## config.mk

```make
export PLATFORM = sky130hd
export DESIGN_NAME = pwm_reg_arbiter
export DESIGN_NICKNAME = d
export VERILOG_FILES = /design/src/rtl/pwm_reg_pkg.sv /design/src/rtl/pwm_reg_arbiter_rr_arb2.sv /design/src/rtl/pwm_reg_arbiter.sv
export SDC_FILE = /design/constraint.sdc
export NUM_CORES = 1
export LEC_CHECK = 0
export CORE_MARGIN = 2
export CORE_UTILIZATION = 51
export CTS_BUF_LIST = sky130_fd_sc_hd__clkbuf_16
export DETAILED_ROUTE_END_ITERATION = 10
export HOLD_SLACK_MARGIN = 0.05
export PLACE_DENSITY = 0.87
export SLEW_MARGIN = 0
export SYNTH_ARGS = -nofsm -noshare
export SYNTH_HDL_FRONTEND = slang
export SYNTH_SLANG_ARGS = --single-unit
export TNS_END_PERCENT = 30
```

## constraint.sdc

```tcl
create_clock -name clk -period 5.3 [get_ports clk]
set_input_delay 0.795 -clock clk [delete_from_list [all_inputs] [get_ports clk]]
set_output_delay 0.795 -clock clk [all_outputs]
set_load 0.01 [all_outputs]
```

## src/rtl/pwm_reg_pkg.sv

```systemverilog
// Shared definitions for the PWM/output-enable register bank and its
// two-requester write arbiter.
package pwm_reg_pkg;

    localparam int NUM_REGS = 5;

    localparam int ADDR_OUT_7_0  = 0;
    localparam int ADDR_OUT_15_8 = 1;
    localparam int ADDR_PWM_7_0  = 2;
    localparam int ADDR_PWM_15_8 = 3;
    localparam int ADDR_DUTY     = 4;

    localparam logic [7:0] RST_REG  = 8'h00;
    localparam logic [7:0] RST_DUTY = 8'h00;

    typedef enum logic {
        GNT_SPI   = 1'b0,
        GNT_LOCAL = 1'b1
    } grant_e;

endpackage

```

## src/rtl/pwm_reg_arbiter_rr_arb2.sv

```systemverilog
// Two-requester round-robin arbiter; remembers who was granted last and
// favours the other requester on a tie.
module rr_arb2
    import pwm_reg_pkg::*;
(
    input  logic   clk,
    input  logic   rst,
    input  logic   req_spi,
    input  logic   req_loc,
    output logic   gnt_valid,
    output grant_e grant
);

    grant_e last_grant;

    always_comb begin
        gnt_valid = req_spi | req_loc;
        grant     = GNT_SPI;
        if (req_spi && req_loc)
            grant = (last_grant == GNT_SPI) ? GNT_LOCAL : GNT_SPI;
        else if (req_loc)
            grant = GNT_LOCAL;
    end

    // Starting at LOCAL hands the first tie to SPI.
    always_ff @(posedge clk) begin
        if (rst)
            last_grant <= GNT_LOCAL;
        else if (gnt_valid)
            last_grant <= grant;
    end

endmodule

```

## src/rtl/pwm_reg_arbiter.sv

```systemverilog
// PWM/output-enable register bank with a single write port shared between a
// non-stallable SPI decoder (via a 1-entry buffer) and a local valid/ready master.
module pwm_reg_arbiter #(
    parameter int ADDR_W   = 7,
    parameter int DATA_W   = 8,
    parameter int NUM_REGS = 5
) (
    input  logic              clk,
    input  logic              rst,
    input  logic              spi_wr_valid,
    input  logic [ADDR_W-1:0] spi_wr_addr,
    input  logic [DATA_W-1:0] spi_wr_data,
    input  logic              loc_wr_valid,
    output logic              loc_wr_ready,
    input  logic [ADDR_W-1:0] loc_wr_addr,
    input  logic [DATA_W-1:0] loc_wr_data,
    input  logic              period_end,
    output logic              spi_drop,
    output logic              err_addr,
    output logic [DATA_W-1:0] en_reg_out_7_0,
    output logic [DATA_W-1:0] en_reg_out_15_8,
    output logic [DATA_W-1:0] en_reg_pwm_7_0,
    output logic [DATA_W-1:0] en_reg_pwm_15_8,
    output logic [DATA_W-1:0] pwm_duty_cycle
);

    import pwm_reg_pkg::*;

    logic              buf_valid;
    logic [ADDR_W-1:0] buf_addr;
    logic [DATA_W-1:0] buf_data;
    logic [DATA_W-1:0] duty_shadow;
    logic              dup_pending;

    logic              gnt_valid;
    grant_e            grant;
    logic              spi_gnt;
    logic              loc_gnt;
    logic [ADDR_W-1:0] wr_addr;
    logic [DATA_W-1:0] wr_data;

    rr_arb2 u_arb (
        .clk       (clk),
        .rst       (rst),
        .req_spi   (buf_valid),
        .req_loc   (loc_wr_valid),
        .gnt_valid (gnt_valid),
        .grant     (grant)
    );

    // Local handshake: a write transfers on a clock edge where loc_wr_valid and
    // loc_wr_ready are both high; ready depends only on registered state and
    // loc_wr_valid, and addr/data must be held stable until it is seen.
    always_comb begin
        spi_gnt = gnt_valid && (grant == GNT_SPI);
        loc_gnt = gnt_valid && (grant == GNT_LOCAL);
        wr_addr = spi_gnt ? buf_addr : loc_wr_addr;
        wr_data = spi_gnt ? buf_data : loc_wr_data;
    end

    assign loc_wr_ready = loc_gnt;

    // A full buffer can still accept a new pulse in the cycle it drains.
    always_ff @(posedge clk) begin
        if (rst) begin
            buf_valid <= 1'b0;
            buf_addr  <= '0;
            buf_data  <= '0;
            spi_drop  <= 1'b0;
        end else begin
            spi_drop <= 1'b0;
            if (spi_wr_valid && (!buf_valid || spi_gnt)) begin
                buf_valid <= 1'b1;
                buf_addr  <= spi_wr_addr;
                buf_data  <= spi_wr_data;
            end else if (spi_wr_valid) begin
                spi_drop <= 1'b1;
            end else if (spi_gnt) begin
                buf_valid <= 1'b0;
            end
        end
    end

    // The duty transfer is evaluated before the commit so a coincident
    // address-4 write re-arms dup_pending for the following period.
    always_ff @(posedge clk) begin
        if (rst) begin
            en_reg_out_7_0  <= RST_REG;
            en_reg_out_15_8 <= RST_REG;
            en_reg_pwm_7_0  <= RST_REG;
            en_reg_pwm_15_8 <= RST_REG;
            pwm_duty_cycle  <= RST_DUTY;
            duty_shadow     <= RST_DUTY;
            dup_pending     <= 1'b0;
            err_addr        <= 1'b0;
        end else begin
            err_addr <= 1'b0;
            if (period_end && dup_pending) begin
                pwm_duty_cycle <= duty_shadow;
                dup_pending    <= 1'b0;
            end
            if (gnt_valid) begin
                if (wr_addr >= ADDR_W'(NUM_REGS)) begin
                    err_addr <= 1'b1;
                end else begin
                    case (wr_addr)
                        ADDR_W'(ADDR_OUT_7_0):  en_reg_out_7_0  <= wr_data;
                        ADDR_W'(ADDR_OUT_15_8): en_reg_out_15_8 <= wr_data;
                        ADDR_W'(ADDR_PWM_7_0):  en_reg_pwm_7_0  <= wr_data;
                        ADDR_W'(ADDR_PWM_15_8): en_reg_pwm_15_8 <= wr_data;
                        ADDR_W'(ADDR_DUTY): begin
                            duty_shadow <= wr_data;
                            dup_pending <= 1'b1;
                        end
                        default: ;
                    endcase
                end
            end
        end
    end

endmodule

```

==> metrics.yaml, run 1 <==
p_comb_share_pct: 7.9
gp_congestion: 0.7906
holdPathStages: 2
cts_buffers: 9
status: "finished, final reports clean"
synth_cell_types: 27
rr_worst_depth: 5
drv_cap: 0
worst_ep_required_time_ps: 4510
worst_pin_slew_ps: 689.9
worstPathMaxFanout: 4
syn_area_mm2: 0.002833
post_cts.repair.setup_buffers: 0
cts_tree: "yes"
synth_cells: 296
async_flop_share_pct: 0
wl_per_cell_um: 15.42
yosysMostFrequentCell: "dfxtp_1"
grt_pass1_vias: 2333
dpl.hpwl_um: 4621
slew_viol_final: 0
die_height_um: 78.53
die_area_mm2: 0.006166
row_count: 27
drtIter0Drc: 110
ff2ff_setup_slack_ps: 3010
start_util_pct: 52.08
area_growth_pct: 39.44
ys_warn_count: 0
hold_ws_ps: 452.9
ys_seq_area_share_pct: 48.06
clk_latency_ps: 330
seq_area_mm2: 0.001361
fin_util_pct: 72.62
p_per_area_mw_per_mm2: 318.3
seq_power_share_pct: 42.1
hp-class: "reg2reg"
n_antenna_cell: 0
cts_resized: 0
synth_top_area_share_pct: 48.06
hold_viol: 0
cp-end-kind: "output port"
drive_gt1_share_pct: 18.18
cts.htree.levels: 3
coreArea_mm2: 0.005439
post-route-drc-count: 0
grtUsageTotal_pct: 23.35
dieWidth_um: 78.53
clockBufferDepth: 2
fin_ws_ps: 2304
syn-num-nets: 331
clockRootBuffer: "clkbuf_16"
grt_first_pass_wirelength_um: 11040
avgSynthCellArea_um2: 9.570
p_leak_uw: 0.001551
timing.rr.start: "buf_valid$_SDFFE_PP0P_"
p_sw_uw: 278.8
p_int_uw: 978.4
vias: 2363
cp.arrival_ps: 2200
criticalPathCategory: "in2out"
switching_share_pct: 22.18
synth_edf_count: 0
grt_max_degree: 42
min_from: "pwm_duty_cycle[2]$_SDFFE_PP0P_"
max_clock_freq_mhz: 333.7
synth_top_area_cell: "dfxtp_1"
synth.area.top_cells: "dfxtp_1 48%, mux2_2 17%, nor2b_1 9.1%"
yosys_most_used_dff: "dfxtp_1"
ant_nets: 0
clk_pin_slew_ps: 50
grt_overflow_total: 0
place_ws_ps: 2112
drt_wl_total_um: 6879
slew_headroom_pct: 54.01
ios: 78
multi_input_area_mm2: 0.001401
ys_seq_elements: 68
setup_tns_ps: 0
io_buffers: 77
worstHoldEndpoint: "pwm_duty_cycle[2]$_SDFFE_PP0P_"
grt_setup_unrepaired: "no"
fin_nets: 404
peakVddDrop_mv: 0.2632
fin_crit_sh_pct: 56.53
p_clk_share_pct: 50.1
report.final.setup_viol: 0
reg2reg_to: "en_reg_out_15_8[6]$_SDFFE_PP0P_"
total_power_uw: 1257
fin_skew_ps: 11.03
startpoint_type: "primary input"
netlist_top_cells_count: "68 x dfxtp_1, 45 x nand2_1, 42 x mux2_2"
fin_crit_ps: 2996
hold_buffers: 0
nFillCells: 409
numClockSinks: 68
drtPass1Iterations: 4
antenna_found_initial: 0
routed_via_density: 5.298
## sequential cells by signal, indices dropped and copies added (netlist names)
| signal | count |
|---|---|
| en_reg_pwm_7_0 | 8 |
| en_reg_pwm_15_8 | 8 |
| spi_drop | 1 |
| buf_valid | 1 |
| buf_addr | 7 |
| en_reg_out_7_0 | 8 |
| u_arb.last_grant | 1 |
| duty_shadow | 8 |
| dup_pending | 1 |
| buf_data | 8 |
| en_reg_out_15_8 | 8 |
| pwm_duty_cycle | 8 |
| err_addr | 1 |
## worst max-delay path, stage by stage
cell and delay (ps):
clkdlybuf4s50_1 510, a21boi_1 300, clkdlybuf4s50_1 600
## layout make-up
class / count / area share, %
inverters: 2 / 0.1901
repair buffers: 78 / 19.58
multi-input cells: 210 / 35.48
clock inverters: 7 / 2.312
clock buffers: 9 / 5.702
flip-flops and latches: 68 / 34.46
well taps: 72 / 2.281
## cells in the final DEF, fill, tap and decap left out, drive strengths merged, types with 4 or more instances in the layout
master / count
clkdlybuf4s50: 76
dfxtp: 68
nand2: 45
mux2: 42
nor2b: 41
a21oi: 35
nand3: 24
clkbuf: 9
clkinv: 4
## power groups by stage
| stage | clock (µW) | sequential (µW) | combinational (µW) |
|---|---|---|---|
| floorplan | 0 | 539 | 52.3 |
| global placement | 0 | 539 | 95.0 |
| detailed placement | 0 | 540 | 97.1 |
| CTS | 635 | 529 | 98.4 |
| global route | 656 | 530 | 106 |
| finish | 629 | 529 | 98.7 |
## metrics by stage
stage / instances / cell area, µm²
6_report: 446 / 3950
5_1_grt: 446 / 3950
4_1_cts: 446 / 3950
3_5_place_dp: 430 / 3633
3_3_place_gp: 430 / 3633
2_1_floorplan: 296 / 2833
## cell families after synthesis
logic type / share of synthesized area [%]
AND/OR/NAND/NOR: 24.43
AO/OA/AOI/OAI: 7.995
buffers and inverters: 2.474
multiplexers: 17.05
flip-flops: 48.06
## routing by layer
layer	vias to the layer above	share of wire [%]	global-route usage (%)
met5	-	0	0
met4	0	2.4	11.40
met3	15	4.1	4.138
met2	71	52	41.28
met1	1120	41	27.05
li1	1157	-	-
## worst max-delay path by stage
stage | startpoint | endpoint | slack (ps) | depth (start not counted)
2_1_floorplan | loc_wr_addr[3] | en_reg_out_7_0[0]$_SDFFE_PP0P_ | 2760 | 5
5_1_grt | loc_wr_valid | loc_wr_ready | 2280 | 3
6_report | loc_wr_valid | loc_wr_ready | 2300 | 3
3_5_place_dp | loc_wr_valid | en_reg_out_15_8[6]$_SDFFE_PP0P_ | 2110 | 6
3_3_place_gp | loc_wr_valid | en_reg_out_7_0[4]$_SDFFE_PP0P_ | 2180 | 6
4_1_cts | loc_wr_valid | loc_wr_ready | 2290 | 3
Note: power is estimated with default switching activity, not from simulation.
==> run 2: changes to the inputs <==
--- a/config.mk
+++ b/config.mk
@@ -6,11 +6,11 @@
 export NUM_CORES = 1
 export LEC_CHECK = 0
 export CORE_MARGIN = 2
-export CORE_UTILIZATION = 51
+export CORE_UTILIZATION = 48
 export CTS_BUF_LIST = sky130_fd_sc_hd__clkbuf_16
 export DETAILED_ROUTE_END_ITERATION = 10
 export HOLD_SLACK_MARGIN = 0.05
-export PLACE_DENSITY = 0.87
+export PLACE_DENSITY = 0.83
 export SLEW_MARGIN = 0
 export SYNTH_ARGS = -nofsm -noshare
 export SYNTH_HDL_FRONTEND = slang
==> constraint.sdc (replaced) <==
create_clock -name clk -period 2.95 [get_ports clk]
set_input_delay 0.4425 -clock clk [delete_from_list [all_inputs] [get_ports clk]]
set_output_delay 0.4425 -clock clk [all_outputs]
set_load 0.01 [all_outputs]
==> run 2 against run 1 <==
Flip-flop and latch count did not move. Clock power rose by 43%. Die area rose by 5.9%. Total power rose by 62%. Routed wire length fell by 0.33%. Non-clock buffer count rose by 5. Sequential power rose by 80%. First-iteration DRC count fell by 21%. Cell count rose by 1.1%. Critical path depth rose by 3.
==> metrics.yaml, run 2 (synthesized netlist as in run 1, its figures left out) <==
slew_viol_final: 0  # unchanged
p_per_area_mw_per_mm2: 517.5  # +63%
drtPass1Iterations: 4  # unchanged
worstPathMaxFanout: 8  # +4
drive_gt1_share_pct: 17.68  # -0.50 points
ant_nets: 0  # unchanged
hold_buffers: 0  # unchanged
grt_setup_unrepaired: "no"
stdcell_area_mm2: 0.003936  # -0.35%
cts_tree: "yes"
drt_wl_total_um: 6856  # -0.33%
multi_input_area_mm2: 0.001401  # unchanged
grtUsageTotal_pct: 22.85  # -0.50 points
p_leak_uw: 0.001559  # +0.55%
place_ws_ps: 142.5  # -1970 ps
slew_headroom_pct: 58.63  # +4.6 points
io_buffers: 77  # unchanged
ios: 78  # unchanged
max_clock_freq_mhz: 408.4
post_cts.repair.setup_buffers: 0  # unchanged
worstPathCellList: "clkdlybuf4s50_1, or4_1, a21oi_1, o211ai_2, nor3_4, mux2_2"
setup_tns_ps: 0  # unchanged
fin_nets: 409  # +1.2%
place_area_mm2: 0.003684  # +1.4%
cpPeakStageDelay_ps: 510  # -90 ps
slowest_stage: "or4_1"
coreArea_mm2: 0.005608  # +3.1%
vias: 2320  # -1.8%
n_antenna_cell: 0  # unchanged
die_height_um: 80.82  # +2.9%
drv_cap: 0  # unchanged
clockBufferDepth: 2  # unchanged
nFillCells: 454  # +11%
routed_via_density: 5.144  # -2.9%
startpoint_type: "primary input"
cts_buffers: 9  # unchanged
post-route-drc-count: 0  # unchanged
cts_resized: 0  # unchanged
layout_common_cells: "76 x clkdlybuf4s50_1, 68 x dfxtp_1, 45 x nand2_1, 42 x mux2_2, 41 x nor2b_1"
area_growth_pct: 38.96
antenna_found_initial: 0  # unchanged
report.final.setup_viol: 0  # unchanged
dieWidth_um: 80.82  # +2.9%
drtIter0Drc: 87  # -21%
final_common_cell: "clkdlybuf4s50_1"
wl_per_cell_um: 15.20  # -1.4%
clk_latency_ps: 320  # about the same
clk_pin_slew_ps: 50  # about the same
fin_crit_sh_pct: 83.00
clockRootBuffer: "clkbuf_16"
grt_overflow_total: 0  # unchanged
criticalPathCategory: "in2reg"
start_util_pct: 50.51  # -1.6 points
cts.htree.levels: 3  # unchanged
cp-end-kind: "flop"
hp-class: "reg2reg"
ff2ff_setup_slack_ps: 740  # -2270 ps
worst_pin_slew_ps: 620.6  # -69.29 ps
peakVddDrop_mv: 0.3584  # +36%
fin_ws_ps: 501.4  # -1802 ps
seq_area_mm2: 0.001361  # unchanged
dpl.hpwl_um: 4729  # +2.3%
grt_first_pass_wirelength_um: 11170  # +1.2%
grt_pass1_vias: 2353  # +0.86%
fin_skew_ps: 4.746  # -6.284 ps
hold_viol: 0  # unchanged
die_area_mm2: 0.006532  # +5.9%
cp.arrival_ps: 2660  # +460 ps
gp_congestion: 0.7929  # +0.29%
grt_max_degree: 52  # +24%
row_count: 27  # unchanged
worst_ep_required_time_ps: 3160  # -1350 ps
fin_crit_ps: 2449
total_power_uw: 2037  # +62%
status: "finished, final reports clean"
numClockSinks: 68  # unchanged
-- run 2: worst paths after layout --
path                                     endpoint  cells past startpoint                startpoint
hold reg to reg          buf_addr[4]$_SDFFE_PP0P_                      2  buf_addr[4]$_SDFFE_PP0P_
setup reg to reg  en_reg_out_15_8[3]$_SDFFE_PP0P_                      5  buf_addr[3]$_SDFFE_PP0P_
hold / removal           buf_addr[4]$_SDFFE_PP0P_                      2  buf_addr[4]$_SDFFE_PP0P_
setup / recovery  en_reg_out_15_8[3]$_SDFFE_PP0P_                      6            loc_wr_addr[6]
-- run 2: area by class of cell --
cell class / count / share of cell area [%]
multi-input combinational: 210 / 35.60
sequential: 68 / 34.58
timing repair buffer: 83 / 20.92
clock buffer: 9 / 5.722
tap: 72 / 2.289
clock inverter: 7 / 0.6993
inverter: 2 / 0.1907
-- run 2: metal layers --
| layer | vias up | track usage [%] | part of all wire, % |
|---|---|---|---|
| met3 | 13 | 6.000 | 4.6 |
| li1 | 1167 | - | - |
| met1 | 1076 | 27.82 | 43 |
| met4 | 0 | 10.17 | 2.2 |
| met2 | 64 | 37.93 | 50 |
| met5 | - | 0 | 0 |
-- run 2: where the power goes --
| group | total [µW] | internal (µW) | switching, µW | leakage (µW) |
|---|---|---|---|---|
| Sequential | 951 | 940 | 12.0 | 0.000551 |
| Combinational | 186 | 90.1 | 96.3 | 0.000872 |
| Clock | 899 | 547 | 352 | 0.000136 |
-- run 2: worst max-delay path: cells and delay by family --
family | cells | cell delay, ps
AND/OR/NAND/NOR | 2 | 960
AO/OA/AOI/OAI | 2 | 440
buffers and inverters | 1 | 410
multiplexers | 1 | 400
-- run 2: metrics by stage --
stage	utilization (%)	hold WS, ps	instances
floorplan	-	430.8	296
global route	70.19	465.6	451
CTS	70.19	456.3	451
global placement	65.69	441.5	435
detailed placement	65.69	449.5	435
finish	70.19	451.5	451
==> run 3: changes to the inputs <==
--- a/config.mk
+++ b/config.mk
@@ -6,11 +6,11 @@
 export NUM_CORES = 1
 export LEC_CHECK = 0
 export CORE_MARGIN = 2
-export CORE_UTILIZATION = 48
+export CORE_UTILIZATION = 43
 export CTS_BUF_LIST = sky130_fd_sc_hd__clkbuf_16
 export DETAILED_ROUTE_END_ITERATION = 10
 export HOLD_SLACK_MARGIN = 0.05
-export PLACE_DENSITY = 0.83
+export PLACE_DENSITY = 0.79
 export SLEW_MARGIN = 0
 export SYNTH_ARGS = -nofsm -noshare
 export SYNTH_HDL_FRONTEND = slang
==> constraint.sdc (replaced) <==
create_clock -name clk -period 2.15 [get_ports clk]
set_input_delay 0.3225 -clock clk [delete_from_list [all_inputs] [get_ports clk]]
set_output_delay 0.3225 -clock clk [all_outputs]
set_load 0.01 [all_outputs]
==> run 3 against run 2 <==
Clock power increased by 41%. Clock skew increased by 0.68 ps. Flip-flop and latch count is the same. Global-route usage down 3.3 points. First-iteration DRC count fell by 20%. Combinational power increased by 57%. Largest cell class unchanged. Core utilization shrank 4.7 points.
==> metrics.yaml, run 3 (synthesized netlist as in run 1, its figures left out) <==
status: "finished, final reports clean"
cp-end-kind: "flop"
worstPathCellList: "clkdlybuf4s50_1, or4_4, a21oi_4, o211ai_4, nor3b_4, buf_6, mux2_2"
cts_buffers: 9  # unchanged
final_common_cell: "clkdlybuf4s50_1"
worst_pin_slew_ps: 686.0  # +65.42 ps
clockBufferDepth: 2  # unchanged
die_height_um: 85.17  # +5.4%
hold_viol: 0  # unchanged
dpl.hpwl_um: 4799  # +1.5%
grt_pass1_vias: 2313  # -1.7%
fin_crit_sh_pct: 98.01
cp_num_buf_inv: 2  # +1
grt_max_degree: 41  # -21%
grt_setup_unrepaired: "yes"
reg2reg_to: "en_reg_out_7_0[3]$_SDFFE_PP0P_"
n_antenna_cell: 0  # unchanged
layout_common_cells: "76 x clkdlybuf4s50_1, 67 x dfxtp_1, 45 x nand2_1, 40 x nor2b_1, 39 x mux2_2"
hp-class: "reg2reg"
fin_skew_ps: 5.427  # +0.6817 ps
area_growth_pct: 46.82
peakVddDrop_mv: 0.5288  # +48%
min_from: "buf_data[1]$_SDFFE_PP0P_"
drive_gt1_share_pct: 23.60  # +5.9 points
grtUsageTotal_pct: 19.52  # -3.3 points
holdPathStages: 2  # unchanged
critPathTopFamily: "simple AND/OR/NAND/NOR gates"
drt_wl_total_um: 7118  # +3.8%
gp_congestion: 0.7942  # +0.16%
max_clock_freq_mhz: 474.6
timing.rr.start: "buf_addr[3]$_SDFFE_PP0P_"
place_ws_ps: -413.1  # -555.5 ps
cts_tree: "yes"
drtIter0Drc: 70  # -20%
slowest_stage: "or4_4"
fin_crit_ps: 2107
start_util_pct: 44.61  # -5.9 points
row_count: 29  # +7.4%
routed_via_density: 5.113  # -0.61%
post-route-drc-count: 0  # unchanged
slew_viol_final: 0  # unchanged
numClockSinks: 68  # unchanged
fin_ws_ps: 42.85  # -458.5 ps
worstHoldEndpoint: "buf_data[1]$_SDFFE_PP0P_"
clk_pin_slew_ps: 50  # about the same
total_power_uw: 2873  # +41%
ff2ff_setup_slack_ps: 60  # -680 ps
slew_headroom_pct: 54.27  # -4.4 points
fin_nets: 425  # +3.9%
worst_ep_required_time_ps: 2360  # -800 ps
cts.htree.levels: 3  # unchanged
startpoint_type: "primary input"
coreArea_mm2: 0.006350  # +13%
clockRootBuffer: "clkbuf_16"
fin_util_pct: 65.50  # -4.7 points
drv_cap: 0  # unchanged
wl_met3_um: 274  # -12%
dieWidth_um: 85.17  # +5.4%
antenna_found_initial: 0  # unchanged
grt_first_pass_wirelength_um: 10940  # -2.1%
drtPass1Iterations: 4  # unchanged
cpPeakStageDelay_ps: 550  # +40 ps
rr_worst_depth: 6  # +1
ant_nets: 0  # unchanged
criticalPathCategory: "in2reg"
vias: 2408  # +3.8%
ios: 78  # unchanged
setup_tns_ps: 0  # unchanged
report.final.setup_viol: 0  # unchanged
clk_latency_ps: 330  # about the same
wl_met2_um: 3659  # +6.9%
routed.top_layer: "met4"
wl_per_cell_um: 15.11  # -0.59%
die_area_mm2: 0.007253  # +11%
p_per_area_mw_per_mm2: 690.7  # +33%
grt_overflow_total: 0  # unchanged
io_buffers: 77  # unchanged
p_leak_uw: 0.001638  # +5.0%
met1Wirelength_um: 3054  # +3.0%
cp.arrival_ps: 2320  # -340 ps
worstPathMaxFanout: 8  # unchanged
[run 3: cell types whose count changed in the layout (fill, tap and decap cells not counted), moves of 3 or more]
cell      change
buf_4        +13
mux2_2        -3
mux2_4        +3
clkinv_1      -3
[run 3: worst max-delay path by stage]
| stage | from | end | slack, ps | cells past startpoint |
|---|---|---|---|---|
| detailed placement | loc_wr_addr[3] | en_reg_out_7_0[2]$_SDFFE_PP0P_ | -410 | 7 |
| global route | buf_addr[3]$_SDFFE_PP0P_ | en_reg_out_7_0[3]$_SDFFE_PP0P_ | -30 | 6 |
| finish | loc_wr_addr[3] | en_reg_out_7_0[3]$_SDFFE_PP0P_ | 40 | 7 |
| floorplan | loc_wr_addr[3] | en_reg_out_7_0[0]$_SDFFE_PP0P_ | 90 | 5 |
| global placement | loc_wr_addr[3] | en_reg_out_7_0[6]$_SDFFE_PP0P_ | -360 | 7 |
| CTS | buf_addr[3]$_SDFFE_PP0P_ | en_reg_out_7_0[2]$_SDFFE_PP0P_ | 20 | 6 |
[run 3: cell type report]
class / instances / area, µm²
inverters: 2 / 7.507
clock inverters: 6 / 33.78
multi-input cells: 210 / 1461
flip-flops and latches: 68 / 1363
repair buffers: 99 / 972.2
well taps: 77 / 96.34
clock buffers: 9 / 225.2
fillers: 496 / 2191
[run 3: timing repair]
item	in CTS	in global routing
pin swaps	1	2
hold buffers	0	0
cloned	0	0
setup buffers	1	1
endpoints found under the setup margin	25	40
resized for setup	3	12
[run 3: power breakdown]
part           leakage [µW]  internal (µW)  switching, µW  total, µW
registers          0.000552           1290           18.0       1310
logic              0.000958            148            145        292
clock network      0.000128            761            513       1270
[run 3: tightest hold or removal path, cell delays in order (launching register included)]
cell,delay [ps]
dfxtp_1,300
nand2_1,50
a21oi_1,50
[run 3: per-layer routing]
layer / vias to the layer above / global-route usage [%]
li1: 1195 / -
met1: 1125 / 23.41
met2: 72 / 33.59
met3: 16 / 3.210
met4: 0 / 9.957
met5: - / 0
[run 3: through the flow]
stage	instances	hold slack, ps	instance area, µm²
after floorplan	296	430.8	2833
after global placement	454	442.5	3820
after detailed placement	454	448.7	3820
after CTS	470	455.7	4103
after global routing	471	474.5	4159
final	471	451.3	4159
